==> config.mk <==
export PLATFORM = sky130hd
export DESIGN_NAME = paridade_stream_flat
export DESIGN_NICKNAME = d
export VERILOG_FILES = /design/src/rtl/paridade_pkg.sv /design/src/rtl/paridade_stream_if.sv /design/src/rtl/paridade.sv /design/src/rtl/paridade_stream.sv /design/src/flat_wrapper.sv
export SDC_FILE = /design/constraint.sdc
export NUM_CORES = 1
export LEC_CHECK = 0
export ABC_CLOCK_PERIOD_IN_PS = 3000
export CORE_UTILIZATION = 60
export CTS_CLUSTER_SIZE = 28
export DETAILED_ROUTE_END_ITERATION = 8
export DONT_BUFFER_PORTS = 1
export PLACE_DENSITY_LB_ADDON = 0.1
export SLEW_MARGIN = 15
export SYNTH_ARGS = -nofsm -noshare
export SYNTH_HDL_FRONTEND = slang
export SYNTH_SLANG_ARGS = --single-unit
==> constraint.sdc <==
create_clock -name clk -period 3 [get_ports clk]
set_input_delay 0.75 -clock clk [delete_from_list [all_inputs] [get_ports clk]]
set_output_delay 0.75 -clock clk [all_outputs]
set_load 0.01 [all_outputs]
==> src/rtl/paridade_pkg.sv <==
// -----------------------------------------------------------------------------
// paridade_pkg
// Shared definitions for the paridade stream parity block.
//   - State encoding of the frame FSM (IDLE / ACC / HOLD).
//   - Parity-mode constants (even / odd).
//   - frame_parity(): applies the frame's parity mode to the raw XOR reduction.
// -----------------------------------------------------------------------------
package paridade_pkg;

    // FSM state encoding
    localparam logic [1:0] ST_IDLE = 2'd0;  // no frame open
    localparam logic [1:0] ST_ACC  = 2'd1;  // frame open, accumulating
    localparam logic [1:0] ST_HOLD = 2'd2;  // result pending downstream

    // Parity modes
    localparam logic PAR_EVEN = 1'b0;
    localparam logic PAR_ODD  = 1'b1;

    typedef enum logic [1:0] {
        S_IDLE = ST_IDLE,
        S_ACC  = ST_ACC,
        S_HOLD = ST_HOLD
    } state_e;

    // Odd parity is the complement of the even-sense XOR reduction.
    function automatic logic frame_parity(input logic acc, input logic mode);
        return (mode == PAR_ODD) ? ~acc : acc;
    endfunction

endpackage

==> src/rtl/paridade_stream_if.sv <==
// -----------------------------------------------------------------------------
// paridade_stream_if
// Bundles the input beat stream, the frame-result stream and the status
// outputs of paridade_stream.
//
// Handshake semantics (both streams): a transfer happens on a rising clock
// edge where valid && ready are both 1. A source holding valid=1 keeps its
// payload stable until the transfer. ready may depend on the sink's state but
// never on valid of the same stream.
//
// Signals:
//   in_valid/in_ready/in_data/in_last/in_odd/in_chk/in_exp : input beats
//   word_par                                                : ^in_data (even)
//   out_valid/out_ready/out_par/out_cnt/out_ovf/out_err     : frame result
//   err_cnt                                                 : errored frames
// Modports: master = stream source / result sink, slave = paridade_stream.
// -----------------------------------------------------------------------------
interface paridade_stream_if #(
    parameter int WIDTH = 8,
    parameter int CNT_W = 8
);
    logic             in_valid;
    logic             in_ready;
    logic [WIDTH-1:0] in_data;
    logic             in_last;
    logic             in_odd;
    logic             in_chk;
    logic             in_exp;
    logic             word_par;
    logic             out_valid;
    logic             out_ready;
    logic             out_par;
    logic [CNT_W-1:0] out_cnt;
    logic             out_ovf;
    logic             out_err;
    logic [CNT_W-1:0] err_cnt;

    modport master (
        output in_valid, in_data, in_last, in_odd, in_chk, in_exp, out_ready,
        input  in_ready, word_par, out_valid, out_par, out_cnt, out_ovf,
               out_err, err_cnt
    );

    modport slave (
        input  in_valid, in_data, in_last, in_odd, in_chk, in_exp, out_ready,
        output in_ready, word_par, out_valid, out_par, out_cnt, out_ovf,
               out_err, err_cnt
    );
endinterface

==> src/rtl/paridade.sv <==
// -----------------------------------------------------------------------------
// paridade
// Combinational even-sense parity of one word.
// Ports:
//   data : WIDTH-bit word
//   par  : XOR reduction of data (1 when data has an odd number of ones)
// -----------------------------------------------------------------------------
module paridade #(
    parameter int WIDTH = 8
) (
    input  logic [WIDTH-1:0] data,
    output logic             par
);
    assign par = ^data;
endmodule

==> src/rtl/paridade_stream.sv <==
// -----------------------------------------------------------------------------
// paridade_stream
// Accumulates parity over every word of a frame and presents one registered
// result per frame: parity (even/odd mode latched on the first beat), word
// count (saturating, with overflow flag) and a mismatch flag against an
// expected parity bit. Also counts errored frames since reset.
// Ports:
//   clk       : clock, rising edge
//   rst       : synchronous active-high reset, priority over all handshakes
//   bus       : paridade_stream_if slave (input beats, results, status)
//   dbg_state : current FSM state (ST_IDLE / ST_ACC / ST_HOLD)
// -----------------------------------------------------------------------------
module paridade_stream
    import paridade_pkg::*;
#(
    parameter int WIDTH = 8,
    parameter int CNT_W = 8
) (
    input  logic                   clk,
    input  logic                   rst,
    paridade_stream_if.slave       bus,
    output logic [1:0]             dbg_state
);

    localparam logic [CNT_W-1:0] CNT_ONE = CNT_W'(1);

    state_e           state_q, state_d;
    logic             acc_q, acc_d;
    logic [CNT_W-1:0] cnt_q, cnt_d;
    logic             mode_q, mode_d;
    logic             ovf_q, ovf_d;
    logic             out_par_q, out_par_d;
    logic [CNT_W-1:0] out_cnt_q, out_cnt_d;
    logic             out_ovf_q, out_ovf_d;
    logic             out_err_q, out_err_d;
    logic [CNT_W-1:0] err_cnt_q, err_cnt_d;

    logic             wp;
    logic             in_ready;
    logic             accept;
    logic             start;     // accepted beat opens a new frame
    logic             step;      // accepted beat extends the open frame
    logic             f_acc;     // frame state including the current beat
    logic             f_mode;
    logic             f_ovf;
    logic [CNT_W-1:0] f_cnt;
    logic             f_par;
    logic             f_err;

    paridade #(.WIDTH(WIDTH)) u_par (
        .data (bus.in_data),
        .par  (wp)
    );

    // Only a pending, unconsumed result stalls the input.
    assign in_ready = (state_q != S_HOLD) || bus.out_ready;
    assign accept   = bus.in_valid && in_ready;

    always_comb begin
        start = 1'b0;
        step  = 1'b0;
        case (state_q)
            S_IDLE:  start = accept;
            S_ACC:   step  = accept;
            // accept in HOLD implies out_ready: result leaves, new frame opens
            S_HOLD:  start = accept;
            default: start = 1'b0;
        endcase

        if (start) begin
            f_acc  = wp;
            f_cnt  = CNT_ONE;
            f_ovf  = 1'b0;
            f_mode = bus.in_odd;
        end else begin
            f_acc  = acc_q ^ wp;
            f_mode = mode_q;
            if (&cnt_q) begin
                f_cnt = cnt_q;
                f_ovf = 1'b1;
            end else begin
                f_cnt = cnt_q + CNT_ONE;
                f_ovf = ovf_q;
            end
        end

        f_par = frame_parity(f_acc, f_mode);
        f_err = bus.in_chk && (f_par != bus.in_exp);

        state_d   = state_q;
        acc_d     = acc_q;
        cnt_d     = cnt_q;
        mode_d    = mode_q;
        ovf_d     = ovf_q;
        out_par_d = out_par_q;
        out_cnt_d = out_cnt_q;
        out_ovf_d = out_ovf_q;
        out_err_d = out_err_q;
        err_cnt_d = err_cnt_q;

        if (start || step) begin
            acc_d  = f_acc;
            cnt_d  = f_cnt;
            ovf_d  = f_ovf;
            mode_d = f_mode;
            if (bus.in_last) begin
                state_d   = S_HOLD;
                out_par_d = f_par;
                out_cnt_d = f_cnt;
                out_ovf_d = f_ovf;
                out_err_d = f_err;
                if (f_err && !(&err_cnt_q)) begin
                    err_cnt_d = err_cnt_q + CNT_ONE;
                end
            end else begin
                state_d = S_ACC;
            end
        end else if (state_q == S_HOLD && bus.out_ready) begin
            state_d = S_IDLE;
        end
    end

    always_ff @(posedge clk) begin
        if (rst) begin
            state_q   <= S_IDLE;
            acc_q     <= 1'b0;
            cnt_q     <= '0;
            mode_q    <= PAR_EVEN;
            ovf_q     <= 1'b0;
            out_par_q <= 1'b0;
            out_cnt_q <= '0;
            out_ovf_q <= 1'b0;
            out_err_q <= 1'b0;
            err_cnt_q <= '0;
        end else begin
            state_q   <= state_d;
            acc_q     <= acc_d;
            cnt_q     <= cnt_d;
            mode_q    <= mode_d;
            ovf_q     <= ovf_d;
            out_par_q <= out_par_d;
            out_cnt_q <= out_cnt_d;
            out_ovf_q <= out_ovf_d;
            out_err_q <= out_err_d;
            err_cnt_q <= err_cnt_d;
        end
    end

    assign bus.in_ready  = in_ready;
    assign bus.word_par  = wp;
    assign bus.out_valid = (state_q == S_HOLD);
    assign bus.out_par   = out_par_q;
    assign bus.out_cnt   = out_cnt_q;
    assign bus.out_ovf   = out_ovf_q;
    assign bus.out_err   = out_err_q;
    assign bus.err_cnt   = err_cnt_q;
    assign dbg_state     = state_q;

endmodule

==> src/flat_wrapper.sv <==
// flat-port wrapper written by rule: the top's interface ports become plain ports
module paridade_stream_flat import paridade_pkg::*;
#(
    parameter int WIDTH = 8,
    parameter int CNT_W = 8
)
  (clk, rst, dbg_state, bus_in_valid, bus_in_data, bus_in_last, bus_in_odd, bus_in_chk, bus_in_exp, bus_out_ready, bus_in_ready, bus_word_par, bus_out_valid, bus_out_par, bus_out_cnt, bus_out_ovf, bus_out_err, bus_err_cnt);
  paridade_stream_if #(.WIDTH(WIDTH), .CNT_W(CNT_W)) bus_i ();
  input  logic clk;
  input  logic rst;
  output logic [1:0] dbg_state;
  input wire logic [$bits(bus_i.in_valid)-1:0] bus_in_valid;
  input wire logic [$bits(bus_i.in_data)-1:0] bus_in_data;
  input wire logic [$bits(bus_i.in_last)-1:0] bus_in_last;
  input wire logic [$bits(bus_i.in_odd)-1:0] bus_in_odd;
  input wire logic [$bits(bus_i.in_chk)-1:0] bus_in_chk;
  input wire logic [$bits(bus_i.in_exp)-1:0] bus_in_exp;
  input wire logic [$bits(bus_i.out_ready)-1:0] bus_out_ready;
  output wire logic [$bits(bus_i.in_ready)-1:0] bus_in_ready;
  output wire logic [$bits(bus_i.word_par)-1:0] bus_word_par;
  output wire logic [$bits(bus_i.out_valid)-1:0] bus_out_valid;
  output wire logic [$bits(bus_i.out_par)-1:0] bus_out_par;
  output wire logic [$bits(bus_i.out_cnt)-1:0] bus_out_cnt;
  output wire logic [$bits(bus_i.out_ovf)-1:0] bus_out_ovf;
  output wire logic [$bits(bus_i.out_err)-1:0] bus_out_err;
  output wire logic [$bits(bus_i.err_cnt)-1:0] bus_err_cnt;
  assign bus_i.in_valid = bus_in_valid;
  assign bus_i.in_data = bus_in_data;
  assign bus_i.in_last = bus_in_last;
  assign bus_i.in_odd = bus_in_odd;
  assign bus_i.in_chk = bus_in_chk;
  assign bus_i.in_exp = bus_in_exp;
  assign bus_i.out_ready = bus_out_ready;
  assign bus_in_ready = bus_i.in_ready;
  assign bus_word_par = bus_i.word_par;
  assign bus_out_valid = bus_i.out_valid;
  assign bus_out_par = bus_i.out_par;
  assign bus_out_cnt = bus_i.out_cnt;
  assign bus_out_ovf = bus_i.out_ovf;
  assign bus_out_err = bus_i.out_err;
  assign bus_err_cnt = bus_i.err_cnt;
  paridade_stream #(.WIDTH(WIDTH), .CNT_W(CNT_W)) u_core (.clk(clk), .rst(rst), .bus(bus_i), .dbg_state(dbg_state));
endmodule
==> qor.csv <==
stage;metric;value;unit
clocking;clk_pin_slew_worst_paths;90;ps
drt;dr.first_iter.drc_count;37;
clocking;numClockSinks;32;
logic_synthesis;mappedNetlistArea;0.00159;mm²
sta;fin_crit_sh;84.1;%
global_route;grt_pass1_wl;5400;µm
sta;slew_viol_final;0;
place;placedCellCount;219;
finish;diodes;0;
setup_path;cp.arrival;2750;ps
logic_synthesis;yosys-top-cells-count;32 x sky130_fd_sc_hd__dfxtp_1, 24 x sky130_fd_sc_hd__nand2_1, 21 x sky130_fd_sc_hd__nor2_1;
floorplanning;core_area;0.00250;mm²
pwr;ir_worst_vdd;0.393;mV
logic_synthesis;post_synth_num_cell_types;40;
pwr;p_comb_share;18.8;%
clocking;hold_buffers;0;
setup_path;critPathMaxStageDelay;600;ps
setup_path;path_cells;xor2_1 > xnor2_1 > xnor2_2 > xor3_1 > nor4_1 > mux2_2;
setup_path;crit_path_top_delay_cell;sky130_fd_sc_hd__xor3_1;
setup_path;cp-startpoint;bus_in_data[7];
clocking;cts_tree;done;
clocking;cts_inserted_buffers;5;
floorplanning;io-pin-count;40;
logic_synthesis;ys_top_cells_by_area;sky130_fd_sc_hd__dfxtp_1 40%, sky130_fd_sc_hd__a21oi_1 6.3%, sky130_fd_sc_hd__nand2_1 5.7%, sky130_fd_sc_hd__nor2_1 5.0%, sky130_fd_sc_hd__xnor2_1 3.9%;
drt;routed_wirelength;3410;µm
drt;drt-pass1-iter-count;4;
sta;timing.fmax;0.396;GHz
sta;worst_slew_pin_slew;628;ps
finish;fin_cells;227;
logic_synthesis;synthesis.instances;195;
drt;detail_route.drc_violations;0;
sta;hold_viol_final;0;
clocking;post_cts_resize_count;0;
drt;wl_per_cell;15.0;µm
finish;final_nets;214;
logic_synthesis;yosys_top_cell_area_share;40.3;%
setup_path;reg2reg_depth;6;
pwr;powerDensity;525;mW/mm²
sta;totalNegativeSetupSlack;0;ps
sta;setup-violations-final;0;
clocking;clockRootBuffer;sky130_fd_sc_hd__clkbuf_4;
worst_hold_path;hold_path_startpoint;u_core.mode_q;
pwr;cell_internal_pwr;0.000620;W
logic_synthesis;yosys_register_bits;32;
logic_synthesis;synth_edf_count;0;
setup_path;critical_path_peak_fanout;16;
pwr;clkPwrFrac;28.9;%
worst_hold_path;hold_crit_depth;2;
logic_synthesis;asyncSetResetFlopFracSynth;0;%
logic_synthesis;ys.warnings.count;0;
sta;post-route-worst-setup-slack;476;ps
drt;antenna_violating_nets_post_route;0;
worst_hold_path;hold_class;register to register;
pwr;p_leak;0.595;nW
drt;vias;1406;
flow_run;max_cap_viol_count;0;
place;detailedPlace.worstSlack;115;ps
sta;slew-limit-headroom;57.8;%
logic_synthesis;library_cell_with_the_largest_summed_area_after_synthesis;sky130_fd_sc_hd__dfxtp_1;
setup_path;kind_of_start_point_of_the_critical_path;primary input;
pwr;seq_power_share;52.3;%
setup_path;cp_data_required_time;3230;ps
place;dpl.hpwl;2480;µm
clocking;clk_latency;330;ps
finish;final_layout_size_suffix_gt1_share;5.08;%
place;place.port_buffers;0;
global_route;grt_pass1_vias;1258;
pwr;power.total;0.000875;W
clocking;cts_max_level;2;
clocking;clock_tree.buffer_depth;2;
sta;unrepaired_setup_endpoints_after_global_routing;no;
setup_path;critical_path_cell_count;6;
sta;final_period_minus_worst_setup_slack;2520;ps
drt;vias_per_cell;6.19;
clocking;post_cts.repair.setup_buffers;0;
logic_synthesis;synth.yosys.seq_area_share;40.3;%
finish;finish.utilization;66.8;%
floorplanning;fp.dieH;53.5;µm
setup_path;worst_path_dominant_cell_family;XOR/XNOR gates;
floorplanning;floorplan.die_area;0.00286;mm²
logic_synthesis;syn-num-nets;213;
floorplanning;die_w;53.5;µm
setup_path;crit-reg2reg-launch;u_core.dbg_state[1];
setup_path;category_of_the_worst_setup_path_capture_point;register;
global_route;globalRouteOverflowTotal;0;
global_route;antenna_found_initial;0;
pwr;switching_share;29.2;%
global_route;grt_start_max_net_pins;33;
pwr;net-switching-power;0.000255;W
sta;finClkSkew;6.50;ps
place;gp_routability_congestion;0.823;
floorplanning;floorplan.rows;18;
logic_synthesis;post_synth.cell_area_avg;8.15;µm²
floorplanning;initial_core_util;63.6;%
global_route;overall_global_routing_resource_usage;27.1;%
logic_synthesis;synth_most_common_cell;sky130_fd_sc_hd__dfxtp_1;
setup_path;critPathBufInv;0;
finish;areaGrowthSynthToFinish;5.04;%
outcome;run_status;complete, no violations;
setup_path;criticalPathCategory;primary input to register;
logic_synthesis;ys.flop_type;sky130_fd_sc_hd__dfxtp_1;
-- flip-flops by register name, indices dropped and copies added (netlist names) --
signal              flops
u_core.bus.err_cnt      8
u_core.acc_q            1
u_core.bus.out_ovf      1
u_core.bus.out_err      1
u_core.cnt_q            8
u_core.dbg_state        2
u_core.bus.out_cnt      8
u_core.ovf_q            1
u_core.bus.out_par      1
u_core.mode_q           1
-- power groups by stage --
| stage | Sequential (W) | Clock (W) | Combinational (W) |
|---|---|---|---|
| after floorplan | 0.000464 | 0 | 0.000146 |
| after global placement | 0.000467 | 0 | 0.000158 |
| after detailed placement | 0.000468 | 0 | 0.000163 |
| after CTS | 0.000458 | 0.000263 | 0.000165 |
| after global routing | 0.000460 | 0.000280 | 0.000181 |
| final | 0.000458 | 0.000253 | 0.000165 |
-- stage by stage --
stage	hold slack [ps]	instance area, µm²
3_5_place_dp	463	1610
4_1_cts	457	1670
5_1_grt	449	1670
6_report	471	1670
3_3_place_gp	450	1610
2_1_floorplan	448	1590
-- cells in the final DEF, fill, tap and decap left out, types with 2 or more instances in the layout --
cell type,count
sky130_fd_sc_hd__a211oi_1,2
sky130_fd_sc_hd__or3_1,3
sky130_fd_sc_hd__a22oi_1,3
sky130_fd_sc_hd__clkbuf_4,5
sky130_fd_sc_hd__ha_1,2
sky130_fd_sc_hd__or4_1,4
sky130_fd_sc_hd__a21oi_1,20
sky130_fd_sc_hd__nand2_1,24
sky130_fd_sc_hd__nand3_1,7
sky130_fd_sc_hd__o21ai_0,8
sky130_fd_sc_hd__nor2_1,21
sky130_fd_sc_hd__dfxtp_1,32
sky130_fd_sc_hd__o31ai_1,4
sky130_fd_sc_hd__nand4_1,2
sky130_fd_sc_hd__a2bb2oi_1,4
sky130_fd_sc_hd__inv_1,8
sky130_fd_sc_hd__nand2b_1,4
sky130_fd_sc_hd__nor3_1,7
sky130_fd_sc_hd__clkbuf_1,2
sky130_fd_sc_hd__xnor2_1,7
sky130_fd_sc_hd__xor2_1,4
sky130_fd_sc_hd__mux2i_1,3
sky130_fd_sc_hd__buf_4,2
-- final timing paths --
| check | slack [ps] | end |
|---|---|---|
| hold reg to reg | 470 | u_core.mode_q |
| hold / removal | 470 | u_core.mode_q |
| setup reg to reg | 490 | u_core.bus.err_cnt[5] |
| setup / recovery | 480 | u_core.bus.err_cnt[5] |
-- worst reg2reg max path, delay by kind of cell (launching register included) --
family        cells  cell delay, ps
xor+xnor          1             480
mux               2             730
simple gates      3             720
flops             1             490
-- final cells by class --
cell class	instances	area, µm²
flip-flops and latches	32	641
clock buffers	8	58.8
inverters	8	30.0
fillers	220	831
well taps	30	37.5
repair buffers	2	15.0
multi-input cells	147	887
-- logic make-up after synthesis --
kind of cell / count (synthesis) / synth area share, %
XOR/XNOR: 13 / 8.58
AND/OR/NAND/NOR: 78 / 23.0
AO/OA/AOI/OAI: 50 / 20.1
flip-flops: 32 / 40.3
multiplexers: 4 / 2.60
buffers and inverters: 16 / 3.86
adder cells (fa/ha/maj): 2 / 1.57
-- layer usage --
| layer | up-vias | part of all wire [%] | global-route usage, % |
|---|---|---|---|
| met4 | 0 | 1.5 | 9.65 |
| met1 | 657 | 42 | 29.9 |
| met3 | 6 | 7.4 | 10.9 |
| met2 | 41 | 49 | 46.0 |
| met5 | - | 0 | 0 |
| li1 | 702 | - | - |
(Power assumes the default switching activity.)
